<file path="config.mk">
export PLATFORM = sky130hd
export DESIGN_NAME = param_fifo_ctrl_flat
export DESIGN_NICKNAME = d
export VERILOG_FILES = /design/src/rtl/param_fifo_pkg.sv /design/src/rtl/param_fifo_if.sv /design/src/rtl/param_fifo_mem.sv /design/src/rtl/param_fifo_ctrl.sv /design/src/flat_wrapper.sv
export SDC_FILE = /design/constraint.sdc
export NUM_CORES = 1
export LEC_CHECK = 0
export ABC_CLOCK_PERIOD_IN_PS = 6540
export CAP_MARGIN = 20
export CORE_UTILIZATION = 25
export CTS_CLUSTER_DIAMETER = 100
export DETAILED_ROUTE_END_ITERATION = 7
export SYNTH_ARGS = -nofsm -noshare
export SYNTH_HDL_FRONTEND = slang
export SYNTH_SLANG_ARGS = --single-unit
</file>
<file path="constraint.sdc">
create_clock -name clk -period 6.54 [get_ports clk]
set_clock_uncertainty 0.15 [all_clocks]
set_input_delay 1.308 -clock clk [delete_from_list [all_inputs] [get_ports clk]]
set_output_delay 1.308 -clock clk [all_outputs]
set_load 0.02 [all_outputs]
</file>
<file path="src/rtl/param_fifo_pkg.sv">
// param_fifo_pkg: shared defaults, pointer increment helper and FIFO operation encoding
package param_fifo_pkg;
    localparam int DEF_DATA_WIDTH = 8;
    localparam int DEF_ADDR_WIDTH = 3;
    typedef enum logic [1:0] {OP_IDLE, OP_PUSH, OP_POP, OP_BOTH} fifo_op_e;
    function automatic int unsigned ptr_inc(input int unsigned p, input int unsigned depth);
        return (p + 32'd1 == depth) ? 32'd0 : p + 32'd1;
    endfunction
endpackage

</file>
<file path="src/rtl/param_fifo_if.sv">
// param_fifo_if: producer/consumer handshake, flush and status bundle of the FIFO
import param_fifo_pkg::*;
interface param_fifo_if #(
    parameter int DATA_WIDTH = DEF_DATA_WIDTH,
    parameter int ADDR_WIDTH = DEF_ADDR_WIDTH
);
    logic                  flush;
    logic                  in_valid;
    logic [DATA_WIDTH-1:0] in_data;
    logic                  in_ready;
    logic                  out_valid;
    logic [DATA_WIDTH-1:0] out_data;
    logic                  out_ready;
    logic [ADDR_WIDTH:0]   count;
    logic                  almost_full;
    logic                  almost_empty;
    modport master (
        output flush, in_valid, in_data, out_ready,
        input  in_ready, out_valid, out_data, count, almost_full, almost_empty
    );
    modport slave (
        input  flush, in_valid, in_data, out_ready,
        output in_ready, out_valid, out_data, count, almost_full, almost_empty
    );
endinterface

</file>
<file path="src/rtl/param_fifo_mem.sv">
// param_fifo_mem: one-write, one-asynchronous-read register array, not reset
module param_fifo_mem #(
    parameter int DATA_WIDTH = 8,
    parameter int ADDR_WIDTH = 3
) (
    input  logic                  clk,
    input  logic                  we,
    input  logic [ADDR_WIDTH-1:0] wr_addr,
    input  logic [DATA_WIDTH-1:0] wr_data,
    input  logic [ADDR_WIDTH-1:0] rd_addr,
    output logic [DATA_WIDTH-1:0] rd_data
);
    logic [DATA_WIDTH-1:0] mem [1 << ADDR_WIDTH];
    always_ff @(posedge clk)
        if (we) mem[wr_addr] <= wr_data;
    assign rd_data = mem[rd_addr];
endmodule

</file>
<file path="src/rtl/param_fifo_ctrl.sv">
// param_fifo_ctrl: first-word-fall-through FIFO with occupancy count, threshold flags and flush
import param_fifo_pkg::*;
module param_fifo_ctrl #(
    parameter int DATA_WIDTH      = DEF_DATA_WIDTH,
    parameter int ADDR_WIDTH      = DEF_ADDR_WIDTH,
    parameter int ALMOST_FULL_TH  = (1 << ADDR_WIDTH) - 1,
    parameter int ALMOST_EMPTY_TH = 1
) (
    input logic        clk,
    input logic        rst_n,
    param_fifo_if.slave bus
);
    localparam int unsigned RAM_DEPTH = 1 << ADDR_WIDTH;
    localparam logic [ADDR_WIDTH:0] FULL  = {1'b1, {ADDR_WIDTH{1'b0}}};
    localparam logic [ADDR_WIDTH:0] AF_TH = (ADDR_WIDTH+1)'(ALMOST_FULL_TH);
    localparam logic [ADDR_WIDTH:0] AE_TH = (ADDR_WIDTH+1)'(ALMOST_EMPTY_TH);
    logic [ADDR_WIDTH-1:0] wr_ptr, rd_ptr;
    logic [ADDR_WIDTH:0]   cnt, cnt_nxt;
    logic                  push, pop, af, ae;
    logic [DATA_WIDTH-1:0] rd_data;
    fifo_op_e              op;
    assign bus.in_ready     = cnt != FULL;
    assign bus.out_valid    = cnt != '0;
    assign bus.out_data     = bus.out_valid ? rd_data : '0;
    assign bus.count        = cnt;
    assign bus.almost_full  = af;
    assign bus.almost_empty = ae;
    assign push = bus.in_valid & bus.in_ready;
    assign pop  = bus.out_valid & bus.out_ready;
    assign op   = fifo_op_e'({pop, push});
    always_comb begin
        cnt_nxt = cnt;
        case (op)
            OP_PUSH: cnt_nxt = cnt + 1'b1;
            OP_POP:  cnt_nxt = cnt - 1'b1;
            default: cnt_nxt = cnt;
        endcase
        if (bus.flush) cnt_nxt = '0;
    end
    // flags track the next count so they switch on the same edge as count
    always_ff @(posedge clk or negedge rst_n) begin
        if (!rst_n) begin
            wr_ptr <= '0;
            rd_ptr <= '0;
            cnt    <= '0;
            af     <= (ALMOST_FULL_TH == 0);
            ae     <= 1'b1;
        end else begin
            cnt <= cnt_nxt;
            af  <= cnt_nxt >= AF_TH;
            ae  <= cnt_nxt <= AE_TH;
            if (bus.flush) begin
                wr_ptr <= '0;
                rd_ptr <= '0;
            end else begin
                if (push) wr_ptr <= ADDR_WIDTH'(ptr_inc(32'(wr_ptr), RAM_DEPTH));
                if (pop)  rd_ptr <= ADDR_WIDTH'(ptr_inc(32'(rd_ptr), RAM_DEPTH));
            end
        end
    end
    param_fifo_mem #(.DATA_WIDTH(DATA_WIDTH), .ADDR_WIDTH(ADDR_WIDTH)) u_mem (
        .clk(clk),
        .we(push & ~bus.flush),
        .wr_addr(wr_ptr),
        .wr_data(bus.in_data),
        .rd_addr(rd_ptr),
        .rd_data(rd_data)
    );
endmodule

</file>
<file path="src/flat_wrapper.sv">
// flat-port wrapper written by rule: the top's interface ports become plain ports
module param_fifo_ctrl_flat 
#(
    parameter int DATA_WIDTH      = DEF_DATA_WIDTH,
    parameter int ADDR_WIDTH      = DEF_ADDR_WIDTH,
    parameter int ALMOST_FULL_TH  = (1 << ADDR_WIDTH) - 1,
    parameter int ALMOST_EMPTY_TH = 1
)
  (clk, rst_n, bus_flush, bus_in_valid, bus_in_data, bus_out_ready, bus_in_ready, bus_out_valid, bus_out_data, bus_count, bus_almost_full, bus_almost_empty);
  param_fifo_if #(.DATA_WIDTH(DATA_WIDTH), .ADDR_WIDTH(ADDR_WIDTH)) bus_i ();
  input logic clk;
  input logic rst_n;
  input wire logic [$bits(bus_i.flush)-1:0] bus_flush;
  input wire logic [$bits(bus_i.in_valid)-1:0] bus_in_valid;
  input wire logic [$bits(bus_i.in_data)-1:0] bus_in_data;
  input wire logic [$bits(bus_i.out_ready)-1:0] bus_out_ready;
  output wire logic [$bits(bus_i.in_ready)-1:0] bus_in_ready;
  output wire logic [$bits(bus_i.out_valid)-1:0] bus_out_valid;
  output wire logic [$bits(bus_i.out_data)-1:0] bus_out_data;
  output wire logic [$bits(bus_i.count)-1:0] bus_count;
  output wire logic [$bits(bus_i.almost_full)-1:0] bus_almost_full;
  output wire logic [$bits(bus_i.almost_empty)-1:0] bus_almost_empty;
  assign bus_i.flush = bus_flush;
  assign bus_i.in_valid = bus_in_valid;
  assign bus_i.in_data = bus_in_data;
  assign bus_i.out_ready = bus_out_ready;
  assign bus_in_ready = bus_i.in_ready;
  assign bus_out_valid = bus_i.out_valid;
  assign bus_out_data = bus_i.out_data;
  assign bus_count = bus_i.count;
  assign bus_almost_full = bus_i.almost_full;
  assign bus_almost_empty = bus_i.almost_empty;
  param_fifo_ctrl #(.DATA_WIDTH(DATA_WIDTH), .ADDR_WIDTH(ADDR_WIDTH), .ALMOST_FULL_TH(ALMOST_FULL_TH), .ALMOST_EMPTY_TH(ALMOST_EMPTY_TH)) u_core (.clk(clk), .rst_n(rst_n), .bus(bus_i));
endmodule
</file>
==> impl_metrics.ini, run 1 <==
[pwr]
swShare = 0.323
p_sw_uw = 510
power_frac_clock = 0.294
powerDensity_nw_per_um2 = 396
pwr-share-seq = 0.377
leakagePower_nw = 1.31
power.total_mw = 1.58
p_int_mw = 1.07
vdd_drop_max_v = 0.000155
p_comb_frac = 0.328

[placed_design]
place_congestion = 0.701
io_buffers = 28
dp_hpwl_microns = 3990

[status]
status = complete, no violations

[sta]
period_share = 0.605
finalCriticalPeriod_ps = 3960
worstMarginPinSlew_ps = 977
slew_viol_final = 0
hold_viol = 0
setup_viol = 0
timing.fmax_ghz = 0.253
fin_hold_ws_ps = 467
max_slew_margin = 0.346
fin_setup_tns_ps = 0
rsz0062_at_grt = no

[cts]
cts-hold-fix-buffers = 0
clockRootBuffer = clkbuf_16
clockBufferDepth = 2
clkTransAtPathRegs_ps = 60
numCtsBuffers = 9
cts_tree = yes
h-tree-depth = 3
post_cts_buffers = 0
clock-sinks = 76
clock_latency_ps = 340
cts_resized = 0

[drt]
route.met3.wl_microns = 320
wire_per_inst_microns = 15.9
drt_iter0_drc = 105
dr.pass1.iters = 4
wirelength_microns = 6310
viasPerCell = 4.27
dr.max_layer_used = met4
wl_met2_microns = 3100
remaining_drc_errors = 0
ant_nets = 0
dr_total_vias = 1696
wl_met1_microns = 2750

[floorplanning]
rows = 41
ios = 29
initial_core_util = 0.256
die_area_sq_um = 13400
die_x_microns = 116
core_area_sq_um = 12600
die_y_microns = 116

[logic_synthesis]
synth_edf_count = 64
syn_area_sq_um = 3230
synth_area_leaders = edfxtp_1, mux4_2, dfrtp_1
syn_avg_cell_area_sq_um = 17.2
async_flop_share = 0.158
yosys_warnings = 0
synthCells = 188
ys_ff_latch = 76
seq_area_frac_synth = 0.688
ys_types = 42
mappedNetlistNets = 207
synth_top_area_frac = 0.595
yosys.area.top_type = edfxtp_1
synth_ff_type = edfxtp_1

[global_route]
grt_pass1_wl_microns = 10100
grt_pass1_vias = 1817
grt_max_degree = 20
overflow = 0
antenna_found_initial = 0
track_usage = 0.108

[setup_path]
r2r-end = u_core.bus.almost_full$_DFF_PN0_
start_kind = register
path_max_fanout = 19
cp.required_ps = 5080
r2r_setup_slack_ps = 3450
crit_arrival_ps = 2500
reg2reg_from = u_core.bus.count[1]$_DFF_PN0_
reg2regPathDepth = 7
crit_path_end_kind = output pin
crit_type = reg2out

[hold_path]
hp-start = u_core.wr_ptr[2]$_DFFE_PN0P_
holdPathStages = 2
hp-class = reg2reg
holdPathEnd = u_core.wr_ptr[2]$_DFFE_PN0P_

[run]
cap_viol_max_count = 0

[layout]
area_growth_pct = 23.3
drive_gt1_frac = 0.191
diodes = 0
fillers = 1268
fin_nets = 239
[power by group through the flow]
stage | combinational, mW | sequential, mW | clock [mW]
final | 0.518 | 0.596 | 0.465
after global routing | 0.563 | 0.602 | 0.497
after CTS | 0.528 | 0.597 | 0.479
after detailed placement | 0.526 | 0.607 | 0
after global placement | 0.521 | 0.606 | 0
after floorplan | 0.339 | 0.600 | 0
[metrics by stage]
step | area [sq um] | cells | utilization | setup slack [ps]
2_1_floorplan | 3230 | 188 | - | 3430
3_3_place_gp | 3700 | 381 | 0.293 | 2800
3_5_place_dp | 3700 | 381 | 0.293 | 2790
4_1_cts | 3980 | 397 | 0.316 | 2550
5_1_grt | 3980 | 397 | 0.316 | 2450
6_report | 3980 | 397 | 0.316 | 2580
[cell usage in the layout (no fill, tap or decap), drive strengths merged, types with 2 or more instances in the layout]
| cell type | count |
|---|---|
| nand2 | 4 |
| clkdlybuf4s50 | 28 |
| inv | 6 |
| nor2 | 25 |
| a21oi | 2 |
| or4b | 2 |
| mux4 | 16 |
| mux2i | 11 |
| xor2 | 6 |
| clkbuf | 9 |
| clkinvlp | 3 |
| nand2b | 2 |
| nand4 | 2 |
| nor3 | 2 |
| buf | 3 |
| nand3 | 3 |
| dfrtp | 11 |
| edfxtp | 64 |
| ha | 6 |
[layout make-up]
class	count	area [sq um]	area share
clock buffer	9	225	0.0565
clock inverter	7	57.6	0.0144
inverter	3	11.3	0.00283
multi-input combinational	99	948	0.238
sequential	76	2220	0.558
tap	172	215	0.0540
timing repair buffer	31	303	0.0760
[cell families (layout without fill, tap and decap cells)]
kind of cell	Yosys count	after routing	synth area share
AOI/OAI and AO/OA	12	12	0.0306
adders and majority gates	6	6	0.0232
and+or+nand+nor	47	47	0.0736
muxes	27	27	0.146
xor gates and xnor gates	7	7	0.0190
buffers and inverters	13	50	0.0201
DFF	76	76	0.688
[synthesized netlist by cell type (2+ instances only)]
library cell  instances
mux2i_1              11
nor2_1               25
buf_2                 3
inv_1                 2
nand2b_1              2
ha_1                  6
clkbuf_1              3
dfrtp_1              11
xor2_1                6
nor3_1                2
nand4_1               2
nand2_1               4
nand3_1               3
a21oi_1               2
edfxtp_1             64
mux4_2               16
[registers in the layout (all words and copies together) (netlist names)]
name / count
u_core.bus.almost_full: 1
u_core.rd_ptr: 3
u_core.u_mem.mem: 64
u_core.wr_ptr: 3
u_core.bus.count: 4
u_core.bus.almost_empty: 1
[layer usage]
| metal | vias up | global-route usage |
|---|---|---|
| met5 | - | 0 |
| met4 | 0 | 0.0564 |
| met3 | 11 | 0.0324 |
| met2 | 36 | 0.175 |
| met1 | 855 | 0.129 |
| li1 | 794 | - |
[worst max-delay path: stages, from the launching register on]
cell and delay [ps]:
dfrtp_1 910, mux4_2 360, mux2i_1 70, nor2_1 180, clkdlybuf4s50_1 640
[worst max-delay path by stage]
| stage | start | endpoint |
|---|---|---|
| CTS | u_core.rd_ptr[1]$_DFFE_PN0P_ | bus_out_data[0] |
| finish | u_core.rd_ptr[1]$_DFFE_PN0P_ | bus_out_data[0] |
| detailed placement | bus_in_valid | u_core.bus.almost_full$_DFF_PN0_ |
| global placement | bus_in_valid | u_core.bus.almost_empty$_DFF_PN1_ |
| floorplan | u_core.bus.count[1]$_DFF_PN0_ | u_core.bus.almost_full$_DFF_PN0_ |
| global route | u_core.rd_ptr[1]$_DFFE_PN0P_ | bus_out_data[6] |
Note: power is estimated with default switching activity, not from simulation.
==> run 2: changes to the inputs <==
--- a/config.mk
+++ b/config.mk
@@ -5,7 +5,7 @@
 export SDC_FILE = /design/constraint.sdc
 export NUM_CORES = 1
 export LEC_CHECK = 0
-export ABC_CLOCK_PERIOD_IN_PS = 6540
+export ABC_CLOCK_PERIOD_IN_PS = 3760
 export CAP_MARGIN = 20
 export CORE_UTILIZATION = 25
 export CTS_CLUSTER_DIAMETER = 100
==> constraint.sdc (replaced) <==
create_clock -name clk -period 3.76 [get_ports clk]
set_clock_uncertainty 0.15 [all_clocks]
set_input_delay 0.752 -clock clk [delete_from_list [all_inputs] [get_ports clk]]
set_output_delay 0.752 -clock clk [all_outputs]
set_load 0.02 [all_outputs]
==> impl_metrics.ini, run 2 (synthesis gave the netlist of run 1 again) <==
[floorplanning]
core_area_sq_um = 12600
initial_core_util = 0.256
die_y_microns = 116
die_x_microns = 116
die_area_sq_um = 13400
rows = 41
ios = 29

[setup_path]
path_max_fanout = 11
crit_slowest_cell = dfrtp_1
start_kind = register
crit_type = reg2out
path_cells = buf_4, mux4_2, mux2i_1, nor2_1, clkdlybuf4s50_1
crit_arrival_ps = 2350
crit_path_end_kind = output pin
cpPeakStageDelay_ps = 660
cp.required_ps = 2860

[layout]
layout_commonest_cell = edfxtp_1
fin_nets = 247
largest_reg_flops = 64
layout_common_cells = edfxtp_1, clkdlybuf4s50_1, nor2_1
ff_latch_area_sq_um = 2220
regMostFlops = u_core.u_mem.mem
post-route-util = 0.325
area_growth_pct = 26.9
diodes = 0
multi_input_area_sq_um = 943
fillers = 1244
drive_gt1_frac = 0.215

[pwr]
power_frac_clock = 0.336
p_comb_frac = 0.311
swShare = 0.294
p_sw_uw = 860
powerDensity_nw_per_um2 = 712
vdd_drop_max_v = 0.000215
pwr-share-seq = 0.353
p_int_mw = 2.06
leakagePower_nw = 1.39

[drt]
drt_iter0_drc = 79
wirelength_microns = 6430
wl_met2_microns = 3270
dr.pass1.iters = 4
remaining_drc_errors = 0
ant_nets = 0
dr_total_vias = 1779
dr.max_layer_used = met4
wire_per_inst_microns = 15.9
wl_met1_microns = 2720
viasPerCell = 4.39
route.met3.wl_microns = 375

[cts]
clock_latency_ps = 330
numCtsBuffers = 9
cts-hold-fix-buffers = 0
clockBufferDepth = 2
clkTransAtPathRegs_ps = 60
h-tree-depth = 3
cts_tree = yes
post_cts_buffers = 0
cts_resized = 0
clock-sinks = 76
clockRootBuffer = clkbuf_16

[sta]
period_share = 0.864
max_slew_margin = 0.590
timing.fmax_ghz = 0.308
setup_viol = 0
rsz0062_at_grt = no
finalCriticalPeriod_ps = 3250
fin_setup_tns_ps = 0
hold_viol = 0
timing.final.ws_setup_ps = 510
slew_viol_final = 0
worstMarginPinSlew_ps = 614

[status]
status = complete, no violations

[placed_design]
dp_hpwl_microns = 4100
place_congestion = 0.757
io_buffers = 28
post-place-ws_ps = 603

[global_route]
track_usage = 0.105
overflow = 0
grt_pass1_vias = 1857
grt_max_degree = 20
antenna_found_initial = 0
grt_pass1_wl_microns = 10100

[hold_path]
hp-class = reg2reg

[run]
cap_viol_max_count = 0
-- run 2: cell type report --
class                           count  area share
Clock buffer                        9      0.0549
Clock inverter                      7      0.0296
Inverter                            3     0.00274
Multi-Input combinational cell     99       0.230
Sequential cell                    76       0.542
Tap cell                          172      0.0525
Timing Repair Buffer               39      0.0884
-- run 2: per-layer routing --
| metal | track usage | vias to the layer above |
|---|---|---|
| li1 | - | 814 |
| met3 | 0.0204 | 5 |
| met5 | 0 | - |
| met2 | 0.173 | 35 |
| met1 | 0.134 | 925 |
| met4 | 0.0538 | 0 |
-- run 2: power groups by stage --
| stage | combinational [mW] | sequential [mW] | clock [mW] |
|---|---|---|---|
| after floorplan | 0.590 | 1.04 | 0 |
| after global placement | 0.917 | 1.05 | 0 |
| after detailed placement | 0.927 | 1.05 | 0 |
| after CTS | 0.933 | 1.03 | 1.00 |
| after global routing | 0.988 | 1.04 | 1.03 |
| final | 0.908 | 1.03 | 0.982 |
-- run 2: metrics by stage --
| step | power, mW | hold WS (ps) | instance area [sq um] | cells |
|---|---|---|---|---|
| after detailed placement | 1.98 | 438 | 3760 | 389 |
| after global routing | 3.06 | 491 | 4100 | 405 |
| after global placement | 1.96 | 430 | 3760 | 389 |
| after floorplan | 1.63 | 306 | 3230 | 188 |
| final | 2.92 | 467 | 4100 | 405 |
| after CTS | 2.97 | 458 | 4100 | 405 |
-- run 2: worst paths after layout --
path                                               startpoint                          endpoint  slack [ps]  depth (start not counted)
worst max-delay path             u_core.rd_ptr[1]$_DFFE_PN0P_                   bus_out_data[3]         510                          5
worst min-delay path             u_core.wr_ptr[2]$_DFFE_PN0P_      u_core.wr_ptr[2]$_DFFE_PN0P_         470                          2
worst max register to register  u_core.bus.count[1]$_DFF_PN0_  u_core.bus.almost_full$_DFF_PN0_         740                          7
worst min register to register   u_core.wr_ptr[2]$_DFFE_PN0P_      u_core.wr_ptr[2]$_DFFE_PN0P_         470                          2
max in group asynchronous                               rst_n      u_core.rd_ptr[2]$_DFFE_PN0P_        2430                          1
min in group asynchronous                               rst_n      u_core.wr_ptr[2]$_DFFE_PN0P_         640                          1
-- run 2: critical path, delay by kind of cell (launching register included) --
kind	cells	cell delay, ps
buffers and inverters	2	840
DFF	1	660
and+or+nand+nor	1	60
muxes	2	470
==> run 3: changes to the inputs <==
--- a/config.mk
+++ b/config.mk
@@ -8,8 +8,8 @@
 export ABC_CLOCK_PERIOD_IN_PS = 3760
 export CAP_MARGIN = 20
 export CORE_UTILIZATION = 25
-export CTS_CLUSTER_DIAMETER = 100
 export DETAILED_ROUTE_END_ITERATION = 7
+export SKIP_CTS_REPAIR_TIMING = 1
 export SYNTH_ARGS = -nofsm -noshare
 export SYNTH_HDL_FRONTEND = slang
 export SYNTH_SLANG_ARGS = --single-unit
==> results of run 3 <==
The final DEF is identical to that of run 2; final timing and power are the same.
